<file path="src/rtl/fetch_pkg.sv">
// -----------------------------------------------------------------------------
// fetch_pkg
// Shared definitions for the instruction fetch path. Decode and the ROM model
// reuse the word/address widths, the reset PC and the halt word from here.
//   ADDR_W    : ROM address / PC width
//   DATA_W    : instruction word width
//   RESET_PC  : PC value after reset
//   HALT_WORD : word that stops fetching (also what unmapped ROM returns)
//   fetch_state_e : fetch FSM states
// -----------------------------------------------------------------------------
package fetch_pkg;

  localparam int ADDR_W = 8;
  localparam int DATA_W = 16;

  localparam logic [ADDR_W-1:0] RESET_PC  = 8'h00;
  localparam logic [DATA_W-1:0] HALT_WORD = 16'h0000;

  typedef enum logic [1:0] {
    ST_IDLE   = 2'd0,
    ST_FETCH  = 2'd1,
    ST_HALTED = 2'd2
  } fetch_state_e;

endpackage

</file>
<file path="src/rtl/fetch_queue.sv">
// -----------------------------------------------------------------------------
// fetch_queue
// Small FIFO of {pc, word} pairs between the fetch FSM and decode.
// Ports:
//   clk, rst_n            : clock, asynchronous active-low reset
//   push, push_pc,
//   push_data             : write one entry (ignored while full unless popping)
//   pop                   : remove the head entry (ignored while empty)
//   flush                 : drop every entry; wins over push and pop
//   full, empty           : occupancy flags
//   head_pc, head_data    : oldest entry, stable until it is popped
// -----------------------------------------------------------------------------
module fetch_queue #(
  parameter int ADDR_W = 8,
  parameter int DATA_W = 16,
  parameter int QDEPTH = 2
) (
  input  logic              clk,
  input  logic              rst_n,
  input  logic              push,
  input  logic [ADDR_W-1:0] push_pc,
  input  logic [DATA_W-1:0] push_data,
  input  logic              pop,
  input  logic              flush,
  output logic              full,
  output logic              empty,
  output logic [ADDR_W-1:0] head_pc,
  output logic [DATA_W-1:0] head_data
);

  import fetch_pkg::*;

  localparam int PTR_W = (QDEPTH > 1) ? $clog2(QDEPTH) : 1;
  localparam int CNT_W = $clog2(QDEPTH + 1);

  localparam logic [PTR_W-1:0] LAST_PTR  = PTR_W'(QDEPTH - 1);
  localparam logic [CNT_W-1:0] DEPTH_CNT = CNT_W'(QDEPTH);

  logic [PTR_W-1:0] rd_ptr_q, rd_ptr_d;
  logic [PTR_W-1:0] wr_ptr_q, wr_ptr_d;
  logic [CNT_W-1:0] count_q, count_d;

  logic push_eff;
  logic pop_eff;

  logic [ADDR_W-1:0] pc_mem   [QDEPTH];
  logic [DATA_W-1:0] data_mem [QDEPTH];

  assign full  = (count_q == DEPTH_CNT);
  assign empty = (count_q == '0);

  // A push into a full queue is only legal when the head leaves this cycle.
  assign pop_eff  = pop & ~empty & ~flush;
  assign push_eff = push & ~flush & (~full | pop_eff);

  always_comb begin
    rd_ptr_d = rd_ptr_q;
    wr_ptr_d = wr_ptr_q;
    count_d  = count_q;
    if (flush) begin
      rd_ptr_d = '0;
      wr_ptr_d = '0;
      count_d  = '0;
    end else begin
      if (pop_eff) begin
        rd_ptr_d = (rd_ptr_q == LAST_PTR) ? '0 : rd_ptr_q + PTR_W'(1);
      end
      if (push_eff) begin
        wr_ptr_d = (wr_ptr_q == LAST_PTR) ? '0 : wr_ptr_q + PTR_W'(1);
      end
      case ({push_eff, pop_eff})
        2'b10:   count_d = count_q + CNT_W'(1);
        2'b01:   count_d = count_q - CNT_W'(1);
        default: count_d = count_q;
      endcase
    end
  end

  always_ff @(posedge clk or negedge rst_n) begin
    if (!rst_n) begin
      rd_ptr_q <= '0;
      wr_ptr_q <= '0;
      count_q  <= '0;
    end else begin
      rd_ptr_q <= rd_ptr_d;
      wr_ptr_q <= wr_ptr_d;
      count_q  <= count_d;
    end
  end

  // One register pair per slot; each slot owns its own storage so the
  // head after reset reads as zero.
  generate
    for (genvar gi = 0; gi < QDEPTH; gi++) begin : g_slot
      logic [ADDR_W-1:0] slot_pc_q;
      logic [DATA_W-1:0] slot_data_q;
      logic              slot_we;

      assign slot_we = push_eff && (wr_ptr_q == PTR_W'(gi));

      always_ff @(posedge clk or negedge rst_n) begin
        if (!rst_n) begin
          slot_pc_q   <= '0;
          slot_data_q <= '0;
        end else if (slot_we) begin
          slot_pc_q   <= push_pc;
          slot_data_q <= push_data;
        end
      end

      assign pc_mem[gi]   = slot_pc_q;
      assign data_mem[gi] = slot_data_q;
    end
  endgenerate

  assign head_pc   = pc_mem[rd_ptr_q];
  assign head_data = data_mem[rd_ptr_q];

endmodule

</file>
<file path="src/rtl/instr_fetch.sv">
// -----------------------------------------------------------------------------
// instr_fetch
// Fetch unit for a combinational instruction ROM. Owns the PC, drives the ROM
// address straight from it, and buffers fetched words for decode.
// Ports:
//   clk, rst_n      : clock, asynchronous active-low reset
//   start           : leave IDLE and fetch from the current PC
//   rom_addr        : ROM address (the PC register)
//   rom_data        : ROM word for rom_addr, same cycle
//   redirect_valid,
//   redirect_pc     : branch/jump; flushes the queue and reloads the PC
//   instr_valid,
//   instr_ready     : handshake towards decode
//   instr_data,
//   instr_pc        : queue head word and the address it came from
//   halted          : FSM is in HALTED
//   busy            : FSM is in FETCH
// -----------------------------------------------------------------------------
module instr_fetch #(
  parameter int                ADDR_W    = 8,
  parameter int                DATA_W    = 16,
  parameter int                QDEPTH    = 2,
  parameter logic [ADDR_W-1:0] RESET_PC  = 8'h00,
  parameter logic [DATA_W-1:0] HALT_WORD = 16'h0000
) (
  input  logic              clk,
  input  logic              rst_n,
  input  logic              start,
  output logic [ADDR_W-1:0] rom_addr,
  input  logic [DATA_W-1:0] rom_data,
  input  logic              redirect_valid,
  input  logic [ADDR_W-1:0] redirect_pc,
  output logic              instr_valid,
  input  logic              instr_ready,
  output logic [DATA_W-1:0] instr_data,
  output logic [ADDR_W-1:0] instr_pc,
  output logic              halted,
  output logic              busy
);

  import fetch_pkg::*;

  fetch_state_e      state_q;
  logic [ADDR_W-1:0] pc_q;
  logic [ADDR_W-1:0] pc_inc_d;
  logic              halted_q;
  logic              busy_q;

  logic q_full;
  logic q_empty;
  logic q_pop;
  logic q_push;
  logic can_accept;
  logic is_halt_word;

  assign q_pop        = ~q_empty & instr_ready;
  assign can_accept   = (state_q == ST_FETCH) && (~q_full || q_pop);
  assign is_halt_word = (rom_data == HALT_WORD);
  assign pc_inc_d     = pc_q + ADDR_W'(1);

  // The ROM word goes straight into the queue; a redirect discards it.
  assign q_push = ~redirect_valid & can_accept & ~is_halt_word;

  fetch_queue #(
    .ADDR_W (ADDR_W),
    .DATA_W (DATA_W),
    .QDEPTH (QDEPTH)
  ) u_queue (
    .clk       (clk),
    .rst_n     (rst_n),
    .push      (q_push),
    .push_pc   (pc_q),
    .push_data (rom_data),
    .pop       (q_pop),
    .flush     (redirect_valid),
    .full      (q_full),
    .empty     (q_empty),
    .head_pc   (instr_pc),
    .head_data (instr_data)
  );

  // Single FSM block: state, PC and the registered status flags move together.
  always_ff @(posedge clk or negedge rst_n) begin
    if (!rst_n) begin
      state_q  <= ST_IDLE;
      pc_q     <= RESET_PC;
      halted_q <= 1'b0;
      busy_q   <= 1'b0;
    end else if (redirect_valid) begin
      state_q  <= ST_FETCH;
      pc_q     <= redirect_pc;
      halted_q <= 1'b0;
      busy_q   <= 1'b1;
    end else begin
      case (state_q)
        ST_IDLE: begin
          if (start) begin
            state_q <= ST_FETCH;
            busy_q  <= 1'b1;
          end
        end
        ST_FETCH: begin
          if (can_accept) begin
            if (is_halt_word) begin
              // PC stays on the halt word so rom_addr shows where fetch stopped.
              state_q  <= ST_HALTED;
              halted_q <= 1'b1;
              busy_q   <= 1'b0;
            end else begin
              pc_q <= pc_inc_d;
            end
          end
        end
        ST_HALTED: begin
          // Only a redirect (handled above) restarts fetching.
        end
        default: begin
          state_q  <= ST_IDLE;
          halted_q <= 1'b0;
          busy_q   <= 1'b0;
        end
      endcase
    end
  end

  assign rom_addr    = pc_q;
  assign instr_valid = ~q_empty;
  assign halted      = halted_q;
  assign busy        = busy_q;

endmodule

</file>
<file path="config.mk">
export PLATFORM = sky130hd
export DESIGN_NAME = instr_fetch
export DESIGN_NICKNAME = d
export VERILOG_FILES = /design/src/rtl/fetch_pkg.sv /design/src/rtl/fetch_queue.sv /design/src/rtl/instr_fetch.sv
export SDC_FILE = /design/constraint.sdc
export NUM_CORES = 1
export LEC_CHECK = 0
export ABC_AREA = 1
export CAP_MARGIN = 20
export CORE_MARGIN = 5
export CORE_UTILIZATION = 48
export CTS_BUF_LIST = sky130_fd_sc_hd__clkbuf_4
export CTS_CLUSTER_DIAMETER = 50
export DETAILED_ROUTE_END_ITERATION = 6
export GPL_TIMING_DRIVEN = 0
export PLACE_DENSITY = 0.81
export SLEW_MARGIN = 20
export SYNTH_ARGS = -nofsm -noshare
export SYNTH_HDL_FRONTEND = slang
export SYNTH_SLANG_ARGS = --single-unit
export TNS_END_PERCENT = 20
</file>
<file path="constraint.sdc">
create_clock -name clk -period 1.4 [get_ports clk]
set_input_delay 0.21 -clock clk [delete_from_list [all_inputs] [get_ports clk]]
set_output_delay 0.21 -clock clk [all_outputs]
set_load 0.05 [all_outputs]
</file>
==> results.yml <==
timing:
  fin_setup_tns_ns: -9.057
  hold_viol_final: 0
  min_period_ns: 1.671
  fmax_mhz: 598.4
  maxSlewHeadroom: 0.6823
  fin_worst_skew_ns: 0.01418
  slew_violations: 0
  period_share: 1.194
  tightest_slew_ns: 0.4765
  setup_viol: 64
  finalWorstSetupSlack_ns: -0.2711
  rsz0062_at_grt: "yes"
synthesis:
  synth_cell_types: 25
  synth_common_cells: "nand2_1 (158), dfrtp_1 (63), inv_1 (33)"
  yosysWarnings: 0
  synthCells: 381
  synth_area_sq_um: 3050
  synth.most_common_cell: "nand2_1"
  ys_seq_area_frac: 0.5168
  synth_edf_count: 0
  avgSynthCellArea_sq_um: 8.006
  yosysTopAreaCell: "dfrtp_1"
  yosys-top-cells-area: "dfrtp_1 (52%), nand2_1 (19%), inv_1 (4.1%)"
  yosys.area.top_type_share: 0.5168
  synth_nets: 411
  async_reset_ff_frac: 1.000
  ys.flop_type: "dfrtp_1"
  ys_ff_latch: 63
route:
  ant_nets: 0
  vias: 2950
  drtPass1Iterations: 5
  drt-initial-drc-count: 170
  drt-total-wl_um: 8500
  drc: 0
  via_per_inst: 5.315
  routedWlPerCell_um: 15.32
finish:
  finalInstanceArea_sq_um: 4532
  diodes: 0
  finalNetCount: 504
  drive_above_1_share: 0.3661
  syn_to_final_growth_pct: 48.56
  final_core_util: 0.7219
floorplan:
  die_area_sq_um: 8050
  die_x_um: 89.72
  die_h_um: 89.72
  core_area_sq_um: 6277
  rows: 29
  ios: 64
  start_util: 0.4859
critical_path:
  cp.buffers_inverters: 3
  critPathLaunchType: "flip-flop"
  cp.arrival_ns: 1.46
  cp_top_family: "flip-flops"
  max_stage_delay_ns: 0.47
  critPathSlowestCell: "dfrtp_2"
  cp-end-kind: "output port"
  worstPathCellList: "clkinv_4 -> clkbuf_16 -> nand2_1 -> nand2_1 -> buf_6"
  cp.required_ns: 1.19
  critPathMaxFanout: 7
  rrSetupSlack_ns: -0.14
  path_class: "reg -> out"
  cpMostUsedCell: "nand2_1"
hold_path:
  hp-class: "in -> async"
place:
  portBuffers: 63
  gp_congestion: 0.8122
  dpl_cell_area_sq_um: 3802
  dp_hpwl_um: 5202
status:
  violations: "negative setup slack"
  outcome: "complete, but fails checks"
clocking:
  clock-sinks: 63
  cts_tree: "built"
  cts_buffers: 9
  clkLatencyLatePin_ns: 0.40
  cts-root-buf: "clkbuf_4"
  clockBufferDepth: 2
  clkTransAtPathRegs_ns: 0.10
  htreeDepth: 3
power:
  irDropWorstVdd_uv: 1527
  power_density_nw_per_um2: 2603
  leakagePower_nw: 2.223
grt:
  grt_pass1_wl_um: 13220
  antenna_found_initial: 0
  grt_overflow: 0
  grt_pass1_vias: 2810
  grt_max_degree: 36
  grtUsageTotal: 0.1984
run:
  drv_cap: 0
==> final timing paths <==
path                                                           to  cells past startpoint                            from
worst max-delay path                                  instr_pc[7]                      5                u_queue.rd_ptr_q
worst min-delay path                                  rom_addr[4]                      2                           rst_n
worst max register to register     u_queue.g_slot[0].slot_pc_q[2]                     11                      state_q[0]
worst min register to register     u_queue.g_slot[1].slot_pc_q[5]                      2  u_queue.g_slot[1].slot_pc_q[5]
max in group asynchronous        u_queue.g_slot[0].slot_data_q[3]                      3                           rst_n
min in group clk                u_queue.g_slot[0].slot_data_q[10]                      3                    rom_data[10]
==> through the flow <==
step	setup WS, ns	instances	hold slack [ns]	total power, mW
6_report	-0.2711	555	0.2718	11.80
5_1_grt	-0.3210	555	0.3012	12.45
4_1_cts	-0.2432	543	0.2631	10.84
3_5_place_dp	-0.9970	522	0.1599	9.063
3_3_place_gp	-2.072	521	0.4635	8.923
2_1_floorplan	-0.2202	381	-0.08559	7.219
==> per-layer routing <==
metal / part of all wire / track usage
met5: 0 / 0
met4: 0.028 / 0.08060
met2: 0.50 / 0.3354
met1: 0.41 / 0.2482
met3: 0.064 / 0.03840
==> where the power goes <==
group / switching [mW] / internal, mW / total [mW]
clock: 0.653 / 0.361 / 1.01
sequential: 0.670 / 2.64 / 3.31
combinational: 4.53 / 2.94 / 7.47
==> kinds of logic (layout without fill, tap and decap cells) <==
family	after synthesis	in the layout	share of synthesized area
simple gates	192	192	0.2535
compound gates	65	65	0.1247
flops	63	63	0.5168
buf+inv	53	150	0.08081
xor+xnor	7	7	0.02010
fa+ha+maj	1	1	0.004101
==> worst register-to-register path: cells and delay by family (launching register included) <==
| kind | cells | cell delay [ns] |
|---|---|---|
| DFF | 1 | 0.39 |
| AOI/OAI and AO/OA | 1 | 0.06 |
| and+or+nand+nor | 6 | 0.57 |
| buffers and inverters | 4 | 0.42 |
==> final cells by class <==
type                    count  area (sq um)
flip-flops and latches     63          1582
plain buffers              15         193.9
well taps                  77         96.34
clock buffers              10         75.07
multi-input cells         265          1504
clock inverters             5         26.28
inverters                  37         155.1
fillers                   468          1745
repair buffers             83         899.6
==> sequential cells by signal, summed over array words and instances (netlist names) <==
name                        flops
u_queue.rd_ptr_q                1
halted                          1
u_queue.g_slot.slot_pc_q       16
u_queue.count_q                 2
u_queue.wr_ptr_q                1
rom_addr                        8
state_q                         2
u_queue.g_slot.slot_data_q     32
==> layout by cell type, fill, tap and decap left out, drive strengths merged <==
cell	instances
clkinv	5
clkbuf	21
inv	35
xor2	5
a31oi	1
ha	1
clkinvlp	2
nand2	162
o21a	1
clkdlybuf4s15	3
nand3	10
nand4	2
dlygate4sd3	1
dfrtp	63
dlymetal6s2s	1
clkdlybuf4s50	26
xnor2	2
a21oi	4
nor2	18
buf	56
o21ai	52
o211ai	7
==> timing repair <==
item                                    CTS  global route
hold buffers                              1             0
endpoints found under the hold margin    28             0
gates cloned                              2             2
endpoints found under the setup margin   94            93
pin swaps                                12             7
buffers inserted                          4            10
gates resized for setup                 288            78
No activity file was read; power rests on OpenSTA's default activity.
